--- src/rtl/pcie_ss_axis_wrr_sched.sv ---
// Packet-level weighted round-robin grant scheduler for a shared PCIe SS AXI-S datapath.
// Grants whole packets, holds the owner until tlast, and flags stalled packets with a sticky watchdog.
module pcie_ss_axis_wrr_sched #(
    parameter int NUM_CH    = 4,
    parameter int W_WIDTH   = 4,
    parameter int TIMEOUT_W = 16,
    localparam int IDX_W    = $clog2(NUM_CH)
) (
    input  logic                        clk,
    input  logic                        rst_n,
    input  logic [NUM_CH-1:0]           cfg_enable,
    input  logic [NUM_CH*W_WIDTH-1:0]   cfg_weight,
    input  logic [TIMEOUT_W-1:0]        cfg_timeout,
    input  logic [NUM_CH-1:0]           req,
    input  logic                        beat_xfer,
    input  logic                        beat_last,
    output logic                        grant_valid,
    output logic [NUM_CH-1:0]           grant_1hot,
    output logic [IDX_W-1:0]            grant_idx,
    output logic                        err_timeout,
    output logic [IDX_W-1:0]            err_chan
);

    typedef enum logic {ARB, BUSY} state_t;

    state_t               state_q;
    logic [IDX_W-1:0]     ptr_q;
    logic [W_WIDTH-1:0]   quota_q;
    logic [TIMEOUT_W-1:0] cnt_q;
    logic                 grant_valid_q;
    logic [NUM_CH-1:0]    grant_1hot_q;
    logic [IDX_W-1:0]     grant_idx_q;
    logic                 err_q;
    logic [IDX_W-1:0]     err_chan_q;

    logic [NUM_CH-1:0]    elig;
    logic                 found;
    logic [IDX_W-1:0]     cand;
    logic [IDX_W-1:0]     move_idx;
    logic [W_WIDTH-1:0]   move_w;
    logic                 cont_ok;
    logic [IDX_W-1:0]     grant_idx_d;
    logic [W_WIDTH-1:0]   quota_d;
    logic [TIMEOUT_W-1:0] cnt_d;

    // A zero weight behaves as one, so the reload value is max(w,1)-1.
    function automatic logic [W_WIDTH-1:0] eff_reload(input logic [W_WIDTH-1:0] w);
        return (w == '0) ? '0 : w - W_WIDTH'(1);
    endfunction

    function automatic logic [NUM_CH-1:0] to_1hot(input logic [IDX_W-1:0] idx);
        logic [NUM_CH-1:0] v;
        v      = '0;
        v[idx] = 1'b1;
        return v;
    endfunction

    always_comb begin
        elig     = req & cfg_enable;
        found    = 1'b0;
        cand     = ptr_q;
        move_idx = ptr_q;
        // Circular search starting after ptr; ptr itself is visited last.
        for (int k = 1; k <= NUM_CH; k++) begin
            cand = IDX_W'((int'(ptr_q) + k) % NUM_CH);
            if (!found && elig[cand]) begin
                found    = 1'b1;
                move_idx = cand;
            end
        end
        move_w = '0;
        for (int c = 0; c < NUM_CH; c++) begin
            if (move_idx == IDX_W'(c)) begin
                move_w = cfg_weight[c*W_WIDTH +: W_WIDTH];
            end
        end
        cont_ok     = elig[ptr_q] && (quota_q != '0);
        grant_idx_d = cont_ok ? ptr_q : move_idx;
        quota_d     = cont_ok ? quota_q - W_WIDTH'(1) : eff_reload(move_w);
        cnt_d       = (&cnt_q) ? cnt_q : cnt_q + TIMEOUT_W'(1);
    end

    always_ff @(posedge clk) begin
        if (!rst_n) begin
            state_q       <= ARB;
            ptr_q         <= '0;
            quota_q       <= '0;
            cnt_q         <= '0;
            grant_valid_q <= 1'b0;
            grant_1hot_q  <= '0;
            grant_idx_q   <= '0;
            err_q         <= 1'b0;
            err_chan_q    <= '0;
        end else begin
            case (state_q)
                ARB: begin
                    cnt_q <= '0;
                    if (elig != '0) begin
                        state_q       <= BUSY;
                        ptr_q         <= grant_idx_d;
                        quota_q       <= quota_d;
                        grant_valid_q <= 1'b1;
                        grant_idx_q   <= grant_idx_d;
                        grant_1hot_q  <= to_1hot(grant_idx_d);
                    end
                end
                BUSY: begin
                    if (beat_xfer) begin
                        cnt_q <= '0;
                        if (beat_last) begin
                            state_q       <= ARB;
                            grant_valid_q <= 1'b0;
                            grant_1hot_q  <= '0;
                        end
                    end else begin
                        cnt_q <= cnt_d;
                        // The grant is deliberately kept; only reset recovers a stalled owner.
                        if (!err_q && cfg_timeout != '0 && cnt_d >= cfg_timeout) begin
                            err_q      <= 1'b1;
                            err_chan_q <= grant_idx_q;
                        end
                    end
                end
                default: state_q <= ARB;
            endcase
        end
    end

    assign grant_valid = grant_valid_q;
    assign grant_1hot  = grant_1hot_q;
    assign grant_idx   = grant_idx_q;
    assign err_timeout = err_q;
    assign err_chan    = err_chan_q;

endmodule

--- config.mk ---
export PLATFORM = sky130hd
export DESIGN_NAME = pcie_ss_axis_wrr_sched
export DESIGN_NICKNAME = d
export VERILOG_FILES = /design/src/rtl/pcie_ss_axis_wrr_sched.sv
export SDC_FILE = /design/constraint.sdc
export NUM_CORES = 1
export LEC_CHECK = 0
export CAP_MARGIN = 40
export CORE_MARGIN = 2
export CORE_UTILIZATION = 40
export DETAILED_ROUTE_END_ITERATION = 8
export PLACE_DENSITY = 0.69
export SYNTH_ARGS = -nofsm -noshare
export SYNTH_HDL_FRONTEND = slang
export SYNTH_SLANG_ARGS = --single-unit
--- constraint.sdc ---
create_clock -name clk -period 2.8 [get_ports clk]
set_input_delay 0.42 -clock clk [delete_from_list [all_inputs] [get_ports clk]]
set_output_delay 0.42 -clock clk [all_outputs]
set_load 0.02 [all_outputs]
== Word-level counts from Yosys, hierarchy flattened ==
Index checks and enable logic that the tools add are counted.
W data, S select, Z words.

* Bits in registers: 31
* Output and inout bits: 10

* $add $sub $neg: 7
* Magnitude comparators: 8
* Equal/unequal tests: 6
* Mux-type cells: 41
* Bitwise gates (word level): 3
* Reductions and logical operators: 20

{| class="wikitable"
|+ Operators with widths
! operator !! number
|-
| $mux W4 || 9
|-
| $mux W16 || 2
|-
| $pmux W16 S2 || 1
|-
| $lt A2 B3 Y1 const B || 6
|-
| $add A16 B1 Y16 const B || 1
|-
| $ge A16 B16 Y1 || 1
|-
| $reduce_and A16 Y1 || 1
|-
| $reduce_bool A16 Y1 || 1
|-
| $mux W1 || 15
|-
| $bmux W1 S2 || 5
|-
| $mux W2 || 5
|-
| $pmux W4 S2 || 1
|-
| $reduce_bool A4 Y1 || 2
|-
| $sub A4 B1 Y4 const B || 2
|-
| $logic_and A1 B1 Y1 || 7
|-
| $ne A2 B2 Y1 const B || 3
|-
| $reduce_and A3 Y1 || 2
|-
| $add A2 B1 Y2 const B || 2
|-
| $add A2 B2 Y2 const B || 2
|-
| $and A4 B4 Y4 || 1
|-
| $eq A2 B2 Y1 const B || 2
|-
| $logic_not A1 Y1 || 4
|-
| $logic_not A4 Y1 || 1
|-
| $pmux W1 S2 || 2
|-
| other kinds (6) || 7
|}

== Logic depth before layout (Yosys ltp) ==
Gate-level depths: netlist of run 1.

* Depth in word-level cells: 21
* Depth in mapped cells: 15
* Mapped depth without buffers: 15

== Worst setup path before layout of run 1 ==
OpenSTA, ideal clock, no wires.

* Path kind: reg-to-reg
* From: register cnt_q[3]
* To: register err_q, in the netlist err_timeout
* Library setup time: 0.128 ns
* Arrival: 2.754 ns
* Required time: 2.672 ns
* Slack: -0.082 ns
* Stages on the path, launching flop included: 14
* Cells stage by stage: dfxtp_1 nand4_1 nor4_2 nand4_1 nand2_1 nor2_1 xor2_1 ha_1 a2111o_1 a31oi_1 o21ai_0 a21o_1 a21oi_1 nor2_1

* Longest elaborated chain between the ends: 5

{| class="wikitable"
|+ Ends and longest elaborated chain
! element !! line !! text
|-
| start: declaration || 29 || <nowiki>logic [TIMEOUT_W-1:0] cnt_q;</nowiki>
|-
| start signal: assignment || 116 || <nowiki>cnt_q <= cnt_d;</nowiki>
|-
| $add A16 B1 Y16 / $reduce_and A16 Y1 (equally long branches) || 80 || <nowiki>cnt_d = (&cnt_q) ? cnt_q : cnt_q + TIMEOUT_W'(1);</nowiki>
|-
| $mux W16 (*) || 80 ||
|-
| net cnt_d[5] || 44 || <nowiki>logic [TIMEOUT_W-1:0] cnt_d;</nowiki>
|-
| $ge A16 B16 Y1 (*) || 118 || <nowiki>if (!err_q && cfg_timeout != '0 && cnt_d >= cfg_timeout) begin</nowiki>
|-
| $logic_and A1 B1 Y1 (*) || 118 ||
|-
| $reduce_and A3 Y1 (no source line) (*) || n/a ||
|-
| end signal: assignment || 92 || <nowiki>err_q <= 1'b0;</nowiki>
|-
| end signal: assignment || 119 || <nowiki>err_q <= 1'b1;</nowiki>
|-
| end: declaration || 33 || <nowiki>logic err_q;</nowiki>
|}

Mark *: on every way through the listed nets, which the timed path passes. The rest lies on a longest branch.
A chain may end at the register's enable or synchronous reset.

== Worst setup path after layout of run 1 ==
* From: register cnt_q[4]
* To: register err_q, in the netlist err_timeout

Same word-level chain as after synthesis.

==> impl_metrics.csv, run 1 <==
group,metric,value,unit
yosys,netlist_area,2250,sq um
timing,finalSetupTns,-341.9,ps
setup_path,worstPathMaxFanout,3,
pwr,p_clk_share,29.1,%
layout,drive_above_1_share,21.20,%
layout,final_common_cell,"clkdlybuf4s50_1",
pwr,combPwrFrac,33.4,%
timing,timing.final.ws_setup,-124.0,ps
drt,drt_iter0_drc,92,
global_routing,grt_pass1_vias,2255,
timing,period_minus_slack,2924,ps
placed_design,hpwl,4.567,mm
timing,clock_skew,3.241,ps
die,core,5473,sq um
min_path,hold_path_class,"register to register",
yosys,postSynthAreaPerCell,7.921,sq um
pwr,ir_worst_vdd,326.8,uV
timing,final-max-slew-violation-count,0,
die,die_y,79.00,um
drt,routedWlPerCell,13.46,um
drt,drt_wl_total,5.923,mm
clock_tree,numCtsBuffers,5,
clock_tree,cts_tree,"yes",
die,die_area,6240,sq um
yosys,synthArstFlopShare,0,%
yosys,synthCells,284,
die,boundaryPins,54,
layout,synthToLayoutAreaGrowth,44.88,%
drt,drc,0,
drt,firstDrtPassIters,4,
setup_path,endpoint_kind,"register",
drt,dr_total_vias,2306,
timing,worst_pin_slew,545.0,ps
yosys,synth.distinct_cells,53,
placed_design,io_buffers,53,
setup_path,endpoint,"err_timeout$_SDFFE_PN0P_",
clock_tree,h-tree-depth,2,
die,die_w,79.00,um
yosys,muxShareOfSynthArea,2.948,%
clock_tree,clk_root_buffer_cell,"clkbuf_8",
clock_tree,clock_sinks,31,
layout,fillers,498,
setup_path,crit_type,"register to register",
layout,nets,429,
yosys,synthSimpleGateAreaFrac,28.20,%
global_routing,grt_max_degree,14,
pwr,power_density,408.6,nW/um^2
global_routing,grt_use_total,19.56,%
setup_path,r2r-start,"cnt_q[4]$_SDFF_PP0_",
global_routing,antenna_found_initial,0,
yosys,synthAdderAreaFrac,10.01,%
yosys,ys_seq_area_share,27.59,%
timing,max_freq,0.3420,GHz
yosys,yosys_register_bits,31,
clock_tree,clk_path_buf_depth,2,
setup_path,worstPathArrival,3080,ps
yosys,yosysWarnings,0,
layout,fin_util,59.56,%
run,cap_viol_max_count,0,
setup_path,r2r_cells,14,
die,start_util,41.11,%
timing,setup_viol,3,
pwr,seqPwrFrac,37.5,%
yosys,synth_top_family_by_area,"simple AND/OR/NAND/NOR gates",
status,violations,"setup timing",
yosys,synth_compound_area_share,21.47,%
placed_design,dpl-instance-area,3022,sq um
pwr,p_leak,0.001430,uW
setup_path,worstReg2RegEnd,"err_timeout$_SDFFE_PN0P_",
drt,via_per_inst,5.241,
setup_path,required,2960,ps
status,outcome,"finished, violations left",
placed_design,gp_congestion,0.8723,
timing,hold_violations,0,
pwr,netSwitchingFraction,31.51,%
timing,finalCritPeriodShare,104.4,%
placed_design,dp_slack,-223.2,ps
pwr,p_switching,419.7,uW
global_routing,grt_pass1_wl,9.722,mm
yosys,synth_fp_nets,346,
layout,diodes,0,
setup_path,cp-startpoint,"cnt_q[4]$_SDFF_PP0_",
yosys,synth_xor_area_share,4.283,%
clock_tree,cts.clk_slew.worst_paths,60,ps
yosys,synth-main-ff-cell,"dfxtp_1",
min_path,hold_path.startpoint,"grant_valid$_SDFFE_PN0P_",
yosys,synth_enable_flop_cells,0,
setup_path,rrSetupSlack,-120,ps
timing,rsz0062_at_grt,"yes",
layout,final_cell_area,3259,sq um
timing,slew_headroom,63.67,%
die,num_rows,27,
layout,final_cell_mix,"clkdlybuf4s50_1 (53), buf_4 (28), inv_1 (26), dfxtp_1 (24), nand2_1 (22)",
setup_path,startpoint_type,"register",
drt,antenna_left,0,
clock_tree,clk_latency,280,ps
global_routing,grt.overflow.total,0,
pwr,p_int,912.2,uW
power by group through the flow:
stage	clock network (uW)	registers, uW	logic, uW
after floorplan	0	513	274
after global placement	0	508	434
after detailed placement	0	507	437
after CTS	399	498	442
after global routing	418	502	496
final	387	499	445
cell usage after synthesis, types with 2 or more instances:
cell type | number | area (sq um)
o21ai_2 | 2 | 17.52
nand4_1 | 5 | 31.28
dfxtp_1 | 31 | 620.6
nand2_1 | 24 | 90.09
o21a_1 | 2 | 15.01
nor4_1 | 4 | 25.02
nor3b_1 | 2 | 15.01
clkbuf_1 | 4 | 15.01
a22oi_1 | 4 | 30.03
o21ai_0 | 14 | 70.07
xnor2_1 | 6 | 52.55
nand2b_1 | 3 | 18.77
xor2_1 | 5 | 43.79
a22oi_2 | 2 | 25.02
and3_1 | 10 | 62.56
a211oi_1 | 3 | 22.52
inv_1 | 26 | 97.59
and2_1 | 4 | 25.02
nor3_1 | 4 | 20.02
nand3b_1 | 2 | 15.01
a21o_1 | 7 | 52.55
mux2_2 | 2 | 22.52
nor2_1 | 22 | 82.58
nor2b_1 | 11 | 68.82
ha_1 | 18 | 225.2
a311oi_1 | 2 | 17.52
a21oi_1 | 16 | 80.08
a31oi_1 | 3 | 18.77
and3_4 | 2 | 22.52
a211oi_2 | 3 | 37.54
nand3_1 | 19 | 95.09
worst max-delay path, cell delays in order, from the launching register on:
cell	delay, ps
dfxtp_2	330
nand4_1	190
nor4_4	270
nand4_1	200
buf_4	190
nand2_4	70
nor2_2	40
xor2_1	160
ha_1	310
a2111o_1	360
a31oi_1	140
o21ai_1	100
a21o_1	240
a21oi_2	140
nor2_1	50
cell families after synthesis:
group | after synthesis
and+or+nand+nor | 119
muxes | 5
adders and majority gates | 18
buffers and inverters | 31
AOI/OAI and AO/OA | 69
DFF | 31
xor gates and xnor gates | 11
timing repair:
| item | in CTS | in global routing |
|---|---|---|
| gates resized for setup | 9 | 17 |
| setup buffers | 3 | 2 |
| setup endpoints to repair | 3 | 3 |
| hold buffers | 0 | 0 |
| pin swaps | 6 | 15 |
state kept, by name, summed over array words and instances, names as in the netlist:
register     cells
cnt_q           16
grant_1hot       4
quota_q          4
err_chan         2
grant_idx        2
err_timeout      1
grant_valid      1
state_q          1
through the flow:
stage | cells | total power [uW] | hold WS (ps)
6_report | 440 | 1332 | 476.6
5_1_grt | 440 | 1416 | 512.4
4_1_cts | 438 | 1338 | 474.2
3_5_place_dp | 427 | 943.6 | 459.7
3_3_place_gp | 427 | 942.4 | 450.3
2_1_floorplan | 284 | 786.0 | 467.3
routing by layer:
metal	up-vias	share of wire, %	track usage [%]	wire [um]
li1	1193	-	-	-
met4	0	2.5	8.276	148
met3	15	3.3	3.750	194
met1	1057	46	23.43	2749
met2	41	48	34.07	2831
met5	-	0	0	0
cell type report:
class	instances	area [sq um]	area share (%)
flip-flops and latches	31	629.4	19.31
repair buffers	81	740.7	22.73
inverters	26	97.59	2.994
multi-input cells	222	1602	49.14
well taps	72	90.09	2.764
clock buffers	8	100.1	3.071
worst min-delay path by stage:
stage | cells past startpoint | slack, ps | endpoint
after floorplan | 2 | 470 | quota_q[3]$_SDFFE_PN0P_
after global placement | 2 | 450 | grant_valid$_SDFFE_PN0P_
after detailed placement | 2 | 460 | grant_valid$_SDFFE_PN0P_
after CTS | 2 | 470 | grant_valid$_SDFFE_PN0P_
after global routing | 2 | 510 | grant_valid$_SDFFE_PN0P_
final | 2 | 480 | grant_valid$_SDFFE_PN0P_
No activity file was read; power rests on OpenSTA's default activity.
==> inputs of run 2 (changes only) <==
--- a/config.mk
+++ b/config.mk
@@ -8,8 +8,10 @@
 export CAP_MARGIN = 40
 export CORE_MARGIN = 2
 export CORE_UTILIZATION = 40
+export CTS_BUF_LIST = sky130_fd_sc_hd__clkbuf_8
 export DETAILED_ROUTE_END_ITERATION = 8
 export PLACE_DENSITY = 0.69
+export SKIP_CTS_REPAIR_TIMING = 1
 export SYNTH_ARGS = -nofsm -noshare
 export SYNTH_HDL_FRONTEND = slang
 export SYNTH_SLANG_ARGS = --single-unit
==> run 2 against run 1 <==
- the flow still finishes with violations (setup timing)
- non-clock buffer count fell by 3
- first-iteration DRC count down 25%
- sequential power about the same
- setup slack worse by 14 ps
- critical path type unchanged
- largest power group unchanged
- global-route usage is 0.36 points lower
- wire length down 3.8%
==> impl_metrics.csv, run 2 (synthesis gave the netlist of run 1 again) <==
group,metric,value,unit
placed_design,gp_congestion,0.8723,
pwr,p_int,907.9,uW
die,die_w,79.00,um
min_path,hold_path_class,"register to register",
placed_design,hpwl,4.567,mm
pwr,netSwitchingFraction,31.62,%
setup_path,worstPathMaxFanout,5,
timing,clock_skew,4.475,ps
setup_path,startpoint_type,"register",
clock_tree,clock_sinks,31,
global_routing,antenna_found_initial,0,
drt,antenna_left,0,
min_path,holdPathStages,2,
timing,timing.final.ws_setup,-137.9,ps
die,boundaryPins,54,
timing,rsz0062_at_grt,"yes",
drt,drt_iter0_drc,69,
die,start_util,41.11,%
clock_tree,clk_latency,290,ps
setup_path,required,2960,ps
pwr,combPwrFrac,33.4,%
pwr,seqPwrFrac,37.6,%
global_routing,grt_pass1_vias,2216,
drt,drt_wl_total,5.696,mm
clock_tree,numCtsBuffers,5,
placed_design,io_buffers,53,
clock_tree,clk_path_buf_depth,2,
pwr,p_clk_share,29.0,%
timing,final-max-slew-violation-count,0,
global_routing,grt_max_degree,14,
global_routing,grt.overflow.total,0,
timing,worst_pin_slew,557.2,ps
global_routing,grt_use_total,19.20,%
pwr,p_switching,419.8,uW
min_path,hold_path.startpoint,"grant_valid$_SDFFE_PN0P_",
die,die_y,79.00,um
pwr,ir_worst_vdd,325.2,uV
clock_tree,cts.clk_slew.worst_paths,70,ps
die,num_rows,27,
layout,drive_above_1_share,16.71,%
pwr,p_leak,0.001403,uW
drt,drc,0,
setup_path,cp-startpoint,"cnt_q[6]$_SDFF_PP0_",
drt,firstDrtPassIters,4,
timing,finalCritPeriodShare,104.9,%
timing,setup_viol,3,
setup_path,r2r_cells,14,
clock_tree,cts_tree,"yes",
layout,nets,426,
pwr,power_density,418.6,nW/um^2
die,core,5473,sq um
layout,synthToLayoutAreaGrowth,40.99,%
setup_path,endpoint_kind,"register",
layout,largest_register_ffs,16,
layout,fin_util,57.96,%
status,violations,"setup timing",
layout,diodes,0,
timing,period_minus_slack,2938,ps
timing,max_freq,0.3404,GHz
timing,holdWs,476.6,ps
drt,via_per_inst,5.167,
setup_path,crit_type,"register to register",
clock_tree,clk_root_buffer_cell,"clkbuf_8",
layout,regMostFlops,"cnt_q",
global_routing,grt_pass1_wl,9.556,mm
setup_path,worstPathArrival,3100,ps
timing,hold_violations,0,
timing,slew_headroom,62.85,%
run,cap_viol_max_count,0,
status,outcome,"finished, violations left",
drt,routedWlPerCell,13.03,um
clock_tree,h-tree-depth,2,
drt,dr_total_vias,2258,
layout,final_cell_mix,"clkdlybuf4s50_1 (53), inv_1 (27), dfxtp_1 (27), buf_4 (25), nand2_1 (23)",
die,die_area,6240,sq um
layout,final_common_cell,"clkdlybuf4s50_1",
setup_path,r2r-start,"cnt_q[6]$_SDFF_PP0_",
[run 2: power groups by stage]
stage	sequential [uW]	combinational (uW)	clock (uW)
after floorplan	513	274	0
after global placement	508	434	0
after detailed placement	507	437	0
after CTS	498	440	395
after global routing	502	495	415
final	499	444	385
[run 2: worst paths after layout]
| check | end | slack (ps) |
|---|---|---|
| worst min-delay path | grant_valid$_SDFFE_PN0P_ | 480 |
| worst min register to register | grant_valid$_SDFFE_PN0P_ | 480 |
| worst max register to register | err_timeout$_SDFFE_PN0P_ | -140 |
| worst max-delay path | err_timeout$_SDFFE_PN0P_ | -140 |
[run 2: metal layers]
layer	share of wire, %	vias up	global-route usage [%]	wire length [um]
met5	0	-	0	0
met4	1.9	0	7.241	106
met3	3.5	9	3.750	199
met2	48	33	33.39	2708
met1	47	1032	23.35	2682
li1	-	1184	-	-
[run 2: worst max-delay path, cell delays in order, from the launching register on]
cell      delay (ps)
dfxtp_2          320
nand4_1          140
nor4_2           310
nand4_1          240
buf_4            210
nand2_4           60
nor2_2            40
xor2_1           160
ha_1             290
a2111o_1         360
a31oi_1          140
o21ai_1          100
a21o_1           240
a21oi_2          130
nor2_1            50
[run 2: cell type report]
type / count / area (sq um)
multi-input combinational: 222 / 1540
tap: 72 / 90.09
fill: 516 / 2301
timing repair buffer: 78 / 718.2
clock buffer: 7 / 96.34
clock inverter: 1 / 3.754
inverter: 26 / 97.59
sequential: 31 / 625.6
[run 2: through the flow]
step	setup slack (ps)	TNS, ps	instances	power, uW	instance area [sq um]
4_1_cts	-258.9	-698.9	435	1333	3122
6_report	-137.9	-389.2	437	1328	3172
2_1_floorplan	-48.17	-57.86	284	786.0	2255
3_5_place_dp	-223.2	-601.0	427	943.6	3022
3_3_place_gp	-167.8	-416.7	427	942.4	3022
5_1_grt	-291.5	-850.2	437	1411	3172
==> inputs of run 3 (changes only) <==
--- a/config.mk
+++ b/config.mk
@@ -5,6 +5,7 @@
 export SDC_FILE = /design/constraint.sdc
 export NUM_CORES = 1
 export LEC_CHECK = 0
+export ABC_CLOCK_PERIOD_IN_PS = 2800
 export CAP_MARGIN = 40
 export CORE_MARGIN = 2
 export CORE_UTILIZATION = 40
==> results of run 3 <==
Same layout as run 2: the final DEF is identical, and so are final timing and power.
